==> src/rtl/uart_param.sv <==
`default_nettype none
// +--------------------------------------------------------------------------+
// | uart_param : UART with shared 16x oversampling tick, configurable frame.  |
// | Revision   : 1.0                                                          |
// +--------------------------------------------------------------------------+
module uart_param #(
  parameter int CLK_FREQ  = 20000000,
  parameter int BAUD_RATE = 100000,
  parameter int DATA_BITS = 8,
  parameter int PARITY    = 0,
  parameter int STOP_BITS = 1
) (
  input  logic                 clk_in,
  input  logic                 rst_in,
  input  logic [DATA_BITS-1:0] data_in,
  input  logic                 send_in,
  output logic                 tx_ready_out,
  output logic                 txd_out,
  input  logic                 rxd_in,
  output logic [DATA_BITS-1:0] data_out,
  output logic                 rx_ready_out,
  output logic                 rx_frame_err_out,
  output logic                 rx_parity_err_out
);

  localparam int   DIV   = (CLK_FREQ + 8 * BAUD_RATE) / (16 * BAUD_RATE);
  localparam int   DIV_W = (DIV > 1) ? $clog2(DIV) : 1;
  localparam logic ODD   = (PARITY == 2);

  typedef enum logic [2:0] {
    S_IDLE   = 3'd0,
    S_START  = 3'd1,
    S_DATA   = 3'd2,
    S_PARITY = 3'd3,
    S_STOP   = 3'd4
  } state_t;

  logic [DIV_W-1:0] div_q, div_d;
  logic             tick;

  state_t                tx_state_q, tx_state_d;
  logic [3:0]            tx_phase_q, tx_phase_d;
  logic [3:0]            tx_bit_q, tx_bit_d;
  logic [DATA_BITS-1:0]  tx_shift_q, tx_shift_d;
  logic                  tx_par_q, tx_par_d;
  logic                  tx_stop_q, tx_stop_d;
  logic                  tx_pend_q, tx_pend_d;
  logic                  txd_q, txd_d;

  logic [1:0]            sync_q, sync_d;
  logic                  rx_prev_q, rx_s, vote;
  state_t                rx_state_q, rx_state_d;
  logic [3:0]            rx_phase_q, rx_phase_d;
  logic [3:0]            rx_bit_q, rx_bit_d;
  logic [DATA_BITS-1:0]  rx_shift_q, rx_shift_d;
  logic [1:0]            rx_smp_q, rx_smp_d;
  logic                  rx_perr_q, rx_perr_d;
  logic                  rx_done_q, rx_done_d;
  logic [DATA_BITS-1:0]  data_q, data_d;
  logic                  rx_ready_q, rx_ready_d;
  logic                  frame_err_q, frame_err_d;
  logic                  par_err_q, par_err_d;

  assign tick   = (div_q == DIV_W'(DIV - 1));
  assign div_d  = tick ? '0 : div_q + 1'b1;
  assign sync_d = {sync_q[0], rxd_in};
  assign rx_s   = sync_q[1];
  assign vote   = (rx_smp_q[0] & rx_smp_q[1]) | (rx_smp_q[0] & rx_s) | (rx_smp_q[1] & rx_s);

  assign tx_ready_out      = (tx_state_q == S_IDLE) && !tx_pend_q;
  assign txd_out           = txd_q;
  assign data_out          = data_q;
  assign rx_ready_out      = rx_ready_q;
  assign rx_frame_err_out  = frame_err_q;
  assign rx_parity_err_out = par_err_q;

  // A latched word waits in IDLE (pend) until the next tick so the start bit is a full 16 ticks.
  always_comb begin
    tx_state_d = tx_state_q;
    tx_phase_d = tx_phase_q;
    tx_bit_d   = tx_bit_q;
    tx_shift_d = tx_shift_q;
    tx_par_d   = tx_par_q;
    tx_stop_d  = tx_stop_q;
    tx_pend_d  = tx_pend_q;
    txd_d      = txd_q;
    case (tx_state_q)
      S_IDLE: begin
        if (send_in && tx_ready_out) begin
          tx_shift_d = data_in;
          tx_par_d   = (^data_in) ^ ODD;
          tx_pend_d  = 1'b1;
        end
        if (tx_pend_q && tick) begin
          tx_state_d = S_START;
          tx_phase_d = 4'd0;
          tx_pend_d  = 1'b0;
          txd_d      = 1'b0;
        end
      end
      default: begin
        if (tick) begin
          if (tx_phase_q != 4'd15) begin
            tx_phase_d = tx_phase_q + 4'd1;
          end else begin
            tx_phase_d = 4'd0;
            case (tx_state_q)
              S_START: begin
                tx_state_d = S_DATA;
                tx_bit_d   = 4'd0;
                txd_d      = tx_shift_q[0];
              end
              S_DATA: begin
                if (tx_bit_q == 4'(DATA_BITS - 1)) begin
                  tx_stop_d = 1'b0;
                  if (PARITY != 0) begin
                    tx_state_d = S_PARITY;
                    txd_d      = tx_par_q;
                  end else begin
                    tx_state_d = S_STOP;
                    txd_d      = 1'b1;
                  end
                end else begin
                  tx_bit_d   = tx_bit_q + 4'd1;
                  tx_shift_d = tx_shift_q >> 1;
                  txd_d      = tx_shift_q[1];
                end
              end
              S_PARITY: begin
                tx_state_d = S_STOP;
                txd_d      = 1'b1;
              end
              default: begin
                if (STOP_BITS == 2 && !tx_stop_q) begin
                  tx_stop_d = 1'b1;
                end else begin
                  tx_state_d = S_IDLE;
                  txd_d      = 1'b1;
                end
              end
            endcase
          end
        end
      end
    endcase
  end

  // Bits are decided at phase 9 from the phase 7/8/9 samples; rx_done blocks repeat pulses on a break.
  always_comb begin
    rx_state_d  = rx_state_q;
    rx_phase_d  = rx_phase_q;
    rx_bit_d    = rx_bit_q;
    rx_shift_d  = rx_shift_q;
    rx_smp_d    = rx_smp_q;
    rx_perr_d   = rx_perr_q;
    rx_done_d   = rx_done_q;
    data_d      = data_q;
    rx_ready_d  = 1'b0;
    frame_err_d = frame_err_q;
    par_err_d   = par_err_q;
    case (rx_state_q)
      S_IDLE: begin
        if (rx_prev_q && !rx_s) begin
          rx_state_d = S_START;
          rx_phase_d = 4'd0;
          rx_done_d  = 1'b0;
          rx_perr_d  = 1'b0;
        end
      end
      default: begin
        if (tick) begin
          rx_phase_d = rx_phase_q + 4'd1;
          if (rx_phase_q == 4'd7) rx_smp_d[0] = rx_s;
          if (rx_phase_q == 4'd8) rx_smp_d[1] = rx_s;
          if (rx_phase_q == 4'd9) begin
            case (rx_state_q)
              S_START:  if (vote) rx_state_d = S_IDLE;
              S_DATA:   rx_shift_d = {vote, rx_shift_q[DATA_BITS-1:1]};
              S_PARITY: rx_perr_d = vote ^ (^rx_shift_q) ^ ODD;
              S_STOP: begin
                if (!rx_done_q) begin
                  data_d      = rx_shift_q;
                  frame_err_d = !vote;
                  par_err_d   = (PARITY != 0) ? rx_perr_q : 1'b0;
                  rx_ready_d  = 1'b1;
                  rx_done_d   = 1'b1;
                end
              end
              default: ;
            endcase
          end
          if (rx_phase_q == 4'd15) begin
            case (rx_state_q)
              S_START: begin
                rx_state_d = S_DATA;
                rx_bit_d   = 4'd0;
              end
              S_DATA: begin
                if (rx_bit_q == 4'(DATA_BITS - 1)) rx_state_d = (PARITY != 0) ? S_PARITY : S_STOP;
                else rx_bit_d = rx_bit_q + 4'd1;
              end
              S_PARITY: rx_state_d = S_STOP;
              default: ;
            endcase
          end
        end
        if (rx_state_q == S_STOP && rx_done_q && rx_s) rx_state_d = S_IDLE;
      end
    endcase
  end

  always_ff @(posedge clk_in) begin
    if (rst_in) begin
      div_q       <= '0;
      tx_state_q  <= S_IDLE;
      tx_phase_q  <= 4'd0;
      tx_bit_q    <= 4'd0;
      tx_shift_q  <= '0;
      tx_par_q    <= 1'b0;
      tx_stop_q   <= 1'b0;
      tx_pend_q   <= 1'b0;
      txd_q       <= 1'b1;
      sync_q      <= 2'b11;
      rx_prev_q   <= 1'b1;
      rx_state_q  <= S_IDLE;
      rx_phase_q  <= 4'd0;
      rx_bit_q    <= 4'd0;
      rx_shift_q  <= '0;
      rx_smp_q    <= 2'b11;
      rx_perr_q   <= 1'b0;
      rx_done_q   <= 1'b0;
      data_q      <= '0;
      rx_ready_q  <= 1'b0;
      frame_err_q <= 1'b0;
      par_err_q   <= 1'b0;
    end else begin
      div_q       <= div_d;
      tx_state_q  <= tx_state_d;
      tx_phase_q  <= tx_phase_d;
      tx_bit_q    <= tx_bit_d;
      tx_shift_q  <= tx_shift_d;
      tx_par_q    <= tx_par_d;
      tx_stop_q   <= tx_stop_d;
      tx_pend_q   <= tx_pend_d;
      txd_q       <= txd_d;
      sync_q      <= sync_d;
      rx_prev_q   <= rx_s;
      rx_state_q  <= rx_state_d;
      rx_phase_q  <= rx_phase_d;
      rx_bit_q    <= rx_bit_d;
      rx_shift_q  <= rx_shift_d;
      rx_smp_q    <= rx_smp_d;
      rx_perr_q   <= rx_perr_d;
      rx_done_q   <= rx_done_d;
      data_q      <= data_d;
      rx_ready_q  <= rx_ready_d;
      frame_err_q <= frame_err_d;
      par_err_q   <= par_err_d;
    end
  end

endmodule
`default_nettype wire

==> config.mk <==
export PLATFORM = sky130hd
export DESIGN_NAME = uart_param
export DESIGN_NICKNAME = d
export VERILOG_FILES = /design/src/rtl/uart_param.sv
export SDC_FILE = /design/constraint.sdc
export NUM_CORES = 1
export LEC_CHECK = 0
export BUFFER_PORTS_ARGS = -buffer_cell sky130_fd_sc_hd__buf_4
export CAP_MARGIN = 5
export CORE_MARGIN = 10
export CORE_UTILIZATION = 53
export CTS_CLUSTER_DIAMETER = 100
export DETAILED_ROUTE_END_ITERATION = 10
export PLACE_DENSITY = 0.87
export SYNTH_ARGS = -nofsm -noshare
export SYNTH_HDL_FRONTEND = slang
export SYNTH_SLANG_ARGS = --single-unit
==> constraint.sdc <==
create_clock -name clk_in -period 1.67 [get_ports clk_in]
set_clock_uncertainty 0.05 [all_clocks]
set_input_delay 0.2505 -clock clk_in [delete_from_list [all_inputs] [get_ports clk_in]]
set_output_delay 0.2505 -clock clk_in [all_outputs]
set_load 0.1 [all_outputs]
==> run summary <==
==========================================================================================
Via count normalized by instance count                                                5.76
Worst Path Max Fanout                                                                   10
Element type at the critical path end                                                 flop
Post-route worst hold slack                                                      0.0362 ns
Shortest period the worst path allows                                              1.79 ns
Area of the die                                                                 8630 sq um
Number of distinct library cells after synthesis                                        61
Run status                                                                    complete, but fails checks
Count of final max-slew check failures                                                   0
Cell-by-cell listing of the critical path                                     or3b_4 -> or4_4 -> buf_12 -> mux2i_1 -> nor2_1
Share of the cycle needed by the critical path after routing                          107%
Setup violators final                                                                   19
Wire length of the first global-routing pass                                       11.5 mm
Clock share of power                                                                 47.0%
RSZ-0062 raised after global routing                                                  true
FF-to-FF End                                                                  data_out[2]$_SDFFE_PP0P_
Clock tree root buffer cell                                                       clkbuf_8
Final count of hold timing violations                                                    0
Number of DRC violations after detailed routing                                          0
Pint                                                                               2.41 mW
Std cell rows                                                                           26
Max_cap viols                                                                            0
Layout net count                                                                       397
Top-Level Pins                                                                          25
TritonCTS Sinks                                                                         60
Power share of the combinational group                                                6.2%
Share of final-layout standard cells stronger than drive strength 1                  35.6%
Finished Cell Area                                                              3800 sq um
Sequential-to-total area share from yosys stat                                       42.6%
Switch share                                                                         23.2%
Post-synth EDFFs                                                                         0
Cell area after synthesis                                                       2820 sq um
Cell Pwr Density                                                               828 nW/um^2
Share of total power in sequential cells                                             46.8%
Static power due to leakage                                                        1.53 nW
DR WL met3                                                                     425 microns
Area of the multi-input gates                                                   1610 sq um
Routability-driven placement congestion ratio                                        0.841
Number of violations reported at the end of detailed-routing iteration 0               154
Post-route antenna net violation count                                                   0
Net switching power of the design                                                 0.729 mW
Required time of the worst setup path                                              1.85 ns
# fillers                                                                              380
Pin count of the biggest net entering global routing                                    32
Die Span X                                                                    92.9 microns
Sequential cell area in the final layout                                        1220 sq um
Placed Instance Area                                                            3330 sq um
Synth warnings                                                                           0
Startpoint of the worst-slack reg-to-reg timing path                          rx_state_q[0]$_SDFFE_PP0P_
Overall power consumption                                                          3.14 mW
Port-buffer cells                                                                       23
Clock Tree Buf Depth                                                                     2
Initial cell density of the core                                                     54.8%
Worst Setup Start Kind                                                                flop
Category of the most critical setup path                                        reg -> reg
Crit path launch                                                              rx_state_q[0]$_SDFFE_PP0P_
Area growth from synthesis to layout                                                 34.8%
Met2 wire length                                                                   3.55 mm
Setup TNS                                                                        -0.977 ns
Crit-path max cell delay                                                           0.51 ns
Syn Nets                                                                               332
Instance count of the mapped netlist                                                   312
Detailed placer's ending HPWL                                                      4.49 mm
Detailed-route wire length                                                         7.00 mm
Maximum level of the CTS H-tree                                                          3
Clock edge transition at the registers on the reported setup and hold paths        0.07 ns
Via count of the first global-routing pass                                            2550
Asr flop ratio synth                                                                    0%
Avg Cell Area, Syn                                                              9.03 sq um
Iteration count of the initial detailed-routing pass                                     4
Critical Path End                                                             data_out[2]$_SDFFE_PP0P_
Peak supply drop                                                                  0.792 mV
Worst endpoint data arrival time                                                   1.97 ns
Number of flip-flops and latches in the synthesized netlist                             60
Die Y-Extent                                                                  92.9 microns
Top flip-flop cell by instance count after synthesis                               dfxtp_1
Vias                                                                                  2604
Reg2reg path depth                                                                       5
Average wire length per cell after detail routing                             15.5 microns
Skew-Pair Late Insertion Delay                                                     0.35 ns
Cell with the largest stage delay on the worst path                                  or4_4
Failing checks                                                                negative setup slack
GRT Residual Overflow                                                                    0
Worst hold path class                                                            in -> reg
TritonCTS clock tree                                                                 built
Max layer used                                                                        met4
Fmax                                                                               558 MHz
Post-Route M1 WL                                                                   2.86 mm
Reg2Reg Setup Slack                                                               -0.12 ns
Initial antenna violation count                                                          0
Global-route usage over all layers                                                   16.4%
Area of the core                                                                5140 sq um
CTS buffer count                                                                         9
Worst path setup slack after routing                                             -0.121 ns
Count of inserted antenna diode cells                                                    0
==========================================================================================
cells by family (layout without fill, tap and decap cells):
logic type	Yosys count	count (layout)	share of synthesized area, %
fa+ha+maj	9	9	3.91
xor+xnor	4	4	1.24
simple gates	128	128	24.4
other cells	1	1	0.133
buf+inv	31	101	5.24
flops	60	60	42.6
mux	23	23	8.22
compound gates	56	56	14.2
worst min-delay path by stage:
stage                                     from              endpoint  slack, ns  cells past startpoint
after CTS                               rxd_in  sync_q[0]$_SDFF_PP1_       0.03                      2
final                                   rxd_in  sync_q[0]$_SDFF_PP1_       0.04                      2
after global placement    sync_q[0]$_SDFF_PP1_  sync_q[1]$_SDFF_PP1_       0.34                      1
after global routing                    rxd_in  sync_q[0]$_SDFF_PP1_       0.03                      2
after floorplan                         rxd_in  sync_q[0]$_SDFF_PP1_       0.30                      1
after detailed placement  sync_q[0]$_SDFF_PP1_  sync_q[1]$_SDFF_PP1_       0.35                      1
layout by cell type (no fill, tap or decap), types with 3 or more instances in the layout:
cell and instances:
buf_4 62, dfxtp_1 49, nor2_1 30, nand2_1 26, mux2i_1 22, nand3_1 15, a21oi_1 15, nor3_1 12
clkbuf_8 10, buf_6 10, dfxtp_2 9, a22o_1 7, inv_1 6, nand3b_1 6, or2_2 4, inv_2 3
a31oi_1 3, nor2b_1 3, or3_1 3, xnor2_1 3, nor3b_1 3, ha_4 3, ha_1 3
critical path: cells and delay by family (launching register included):
| family | cells | cell delay, ns |
|---|---|---|
| simple gates | 3 | 0.96 |
| flops | 1 | 0.33 |
| buf+inv | 1 | 0.17 |
| mux | 1 | 0.16 |
area by class of cell:
type	count	share of cell area (%)
multi-input combinational	221	42.4
sequential	60	32.1
timing repair buffer	75	16.3
clock buffer	10	3.62
clock inverter	6	2.31
tap	70	2.31
inverter	10	0.988
timing repair:
item | in CTS | in global routing
hold buffers | 0 | 0
resized for setup | 21 | 19
setup buffers | 7 | 6
cloned | 0 | 1
pin swaps | 6 | 21
setup endpoints to repair | 23 | 39
registers in the layout (all words and copies together) (netlist names):
signal            flops
data_out              8
div_q                 4
rx_bit_q              4
rx_done_q             1
rx_frame_err_out      1
rx_phase_q            4
rx_prev_q             1
rx_ready_out          1
rx_shift_q            8
rx_smp_q              2
rx_state_q            3
sync_q                2
tx_bit_q              4
tx_pend_q             1
tx_phase_q            4
tx_shift_q            8
tx_state_q            3
txd_out               1
synth_stat cells (3+ instances only):
master,count,area share (%)
dfxtp_1,60,43
nor2_1,31,4.1
nand2_1,28,3.7
mux2i_1,22,7.8
a21oi_1,16,2.8
nand3_1,16,2.8
nor3_1,13,2.3
clkbuf_1,12,1.6
inv_1,9,1.2
ha_1,8,3.6
a22o_1,7,2.2
nand3b_1,6,1.6
or2_2,4,0.89
a31oi_1,3,0.67
and3_1,3,0.67
buf_2,3,0.53
buf_4,3,0.80
nor2b_1,3,0.67
nor3b_1,3,0.80
nor4_1,3,0.67
o21ai_0,3,0.53
or3_1,3,0.67
xnor2_1,3,0.93
routing by layer:
layer | vias up | GRT usage, %
li1 | 1252 | -
met1 | 1266 | 17.1
met2 | 68 | 28.0
met3 | 18 | 6.94
met4 | 0 | 7.07
met5 | - | 0
through the flow:
stage / instances / utilization, % / setup WS, ns
global placement: 423 / 64.8 / -0.0363
detailed placement: 423 / 64.8 / -0.0939
finish: 452 / 73.9 / -0.121
global route: 452 / 73.9 / -0.153
floorplan: 312 / - / -0.375
CTS: 445 / 71.9 / -0.119
power by group through the flow:
stage / clock, mW / combinational (mW) / sequential, mW
2_1_floorplan: 0 / 0.120 / 1.50
3_3_place_gp: 0 / 0.178 / 1.50
3_5_place_dp: 0 / 0.183 / 1.50
4_1_cts: 1.50 / 0.189 / 1.47
5_1_grt: 1.57 / 0.210 / 1.47
6_report: 1.48 / 0.194 / 1.47
Power figures use the tool's default switching activity.
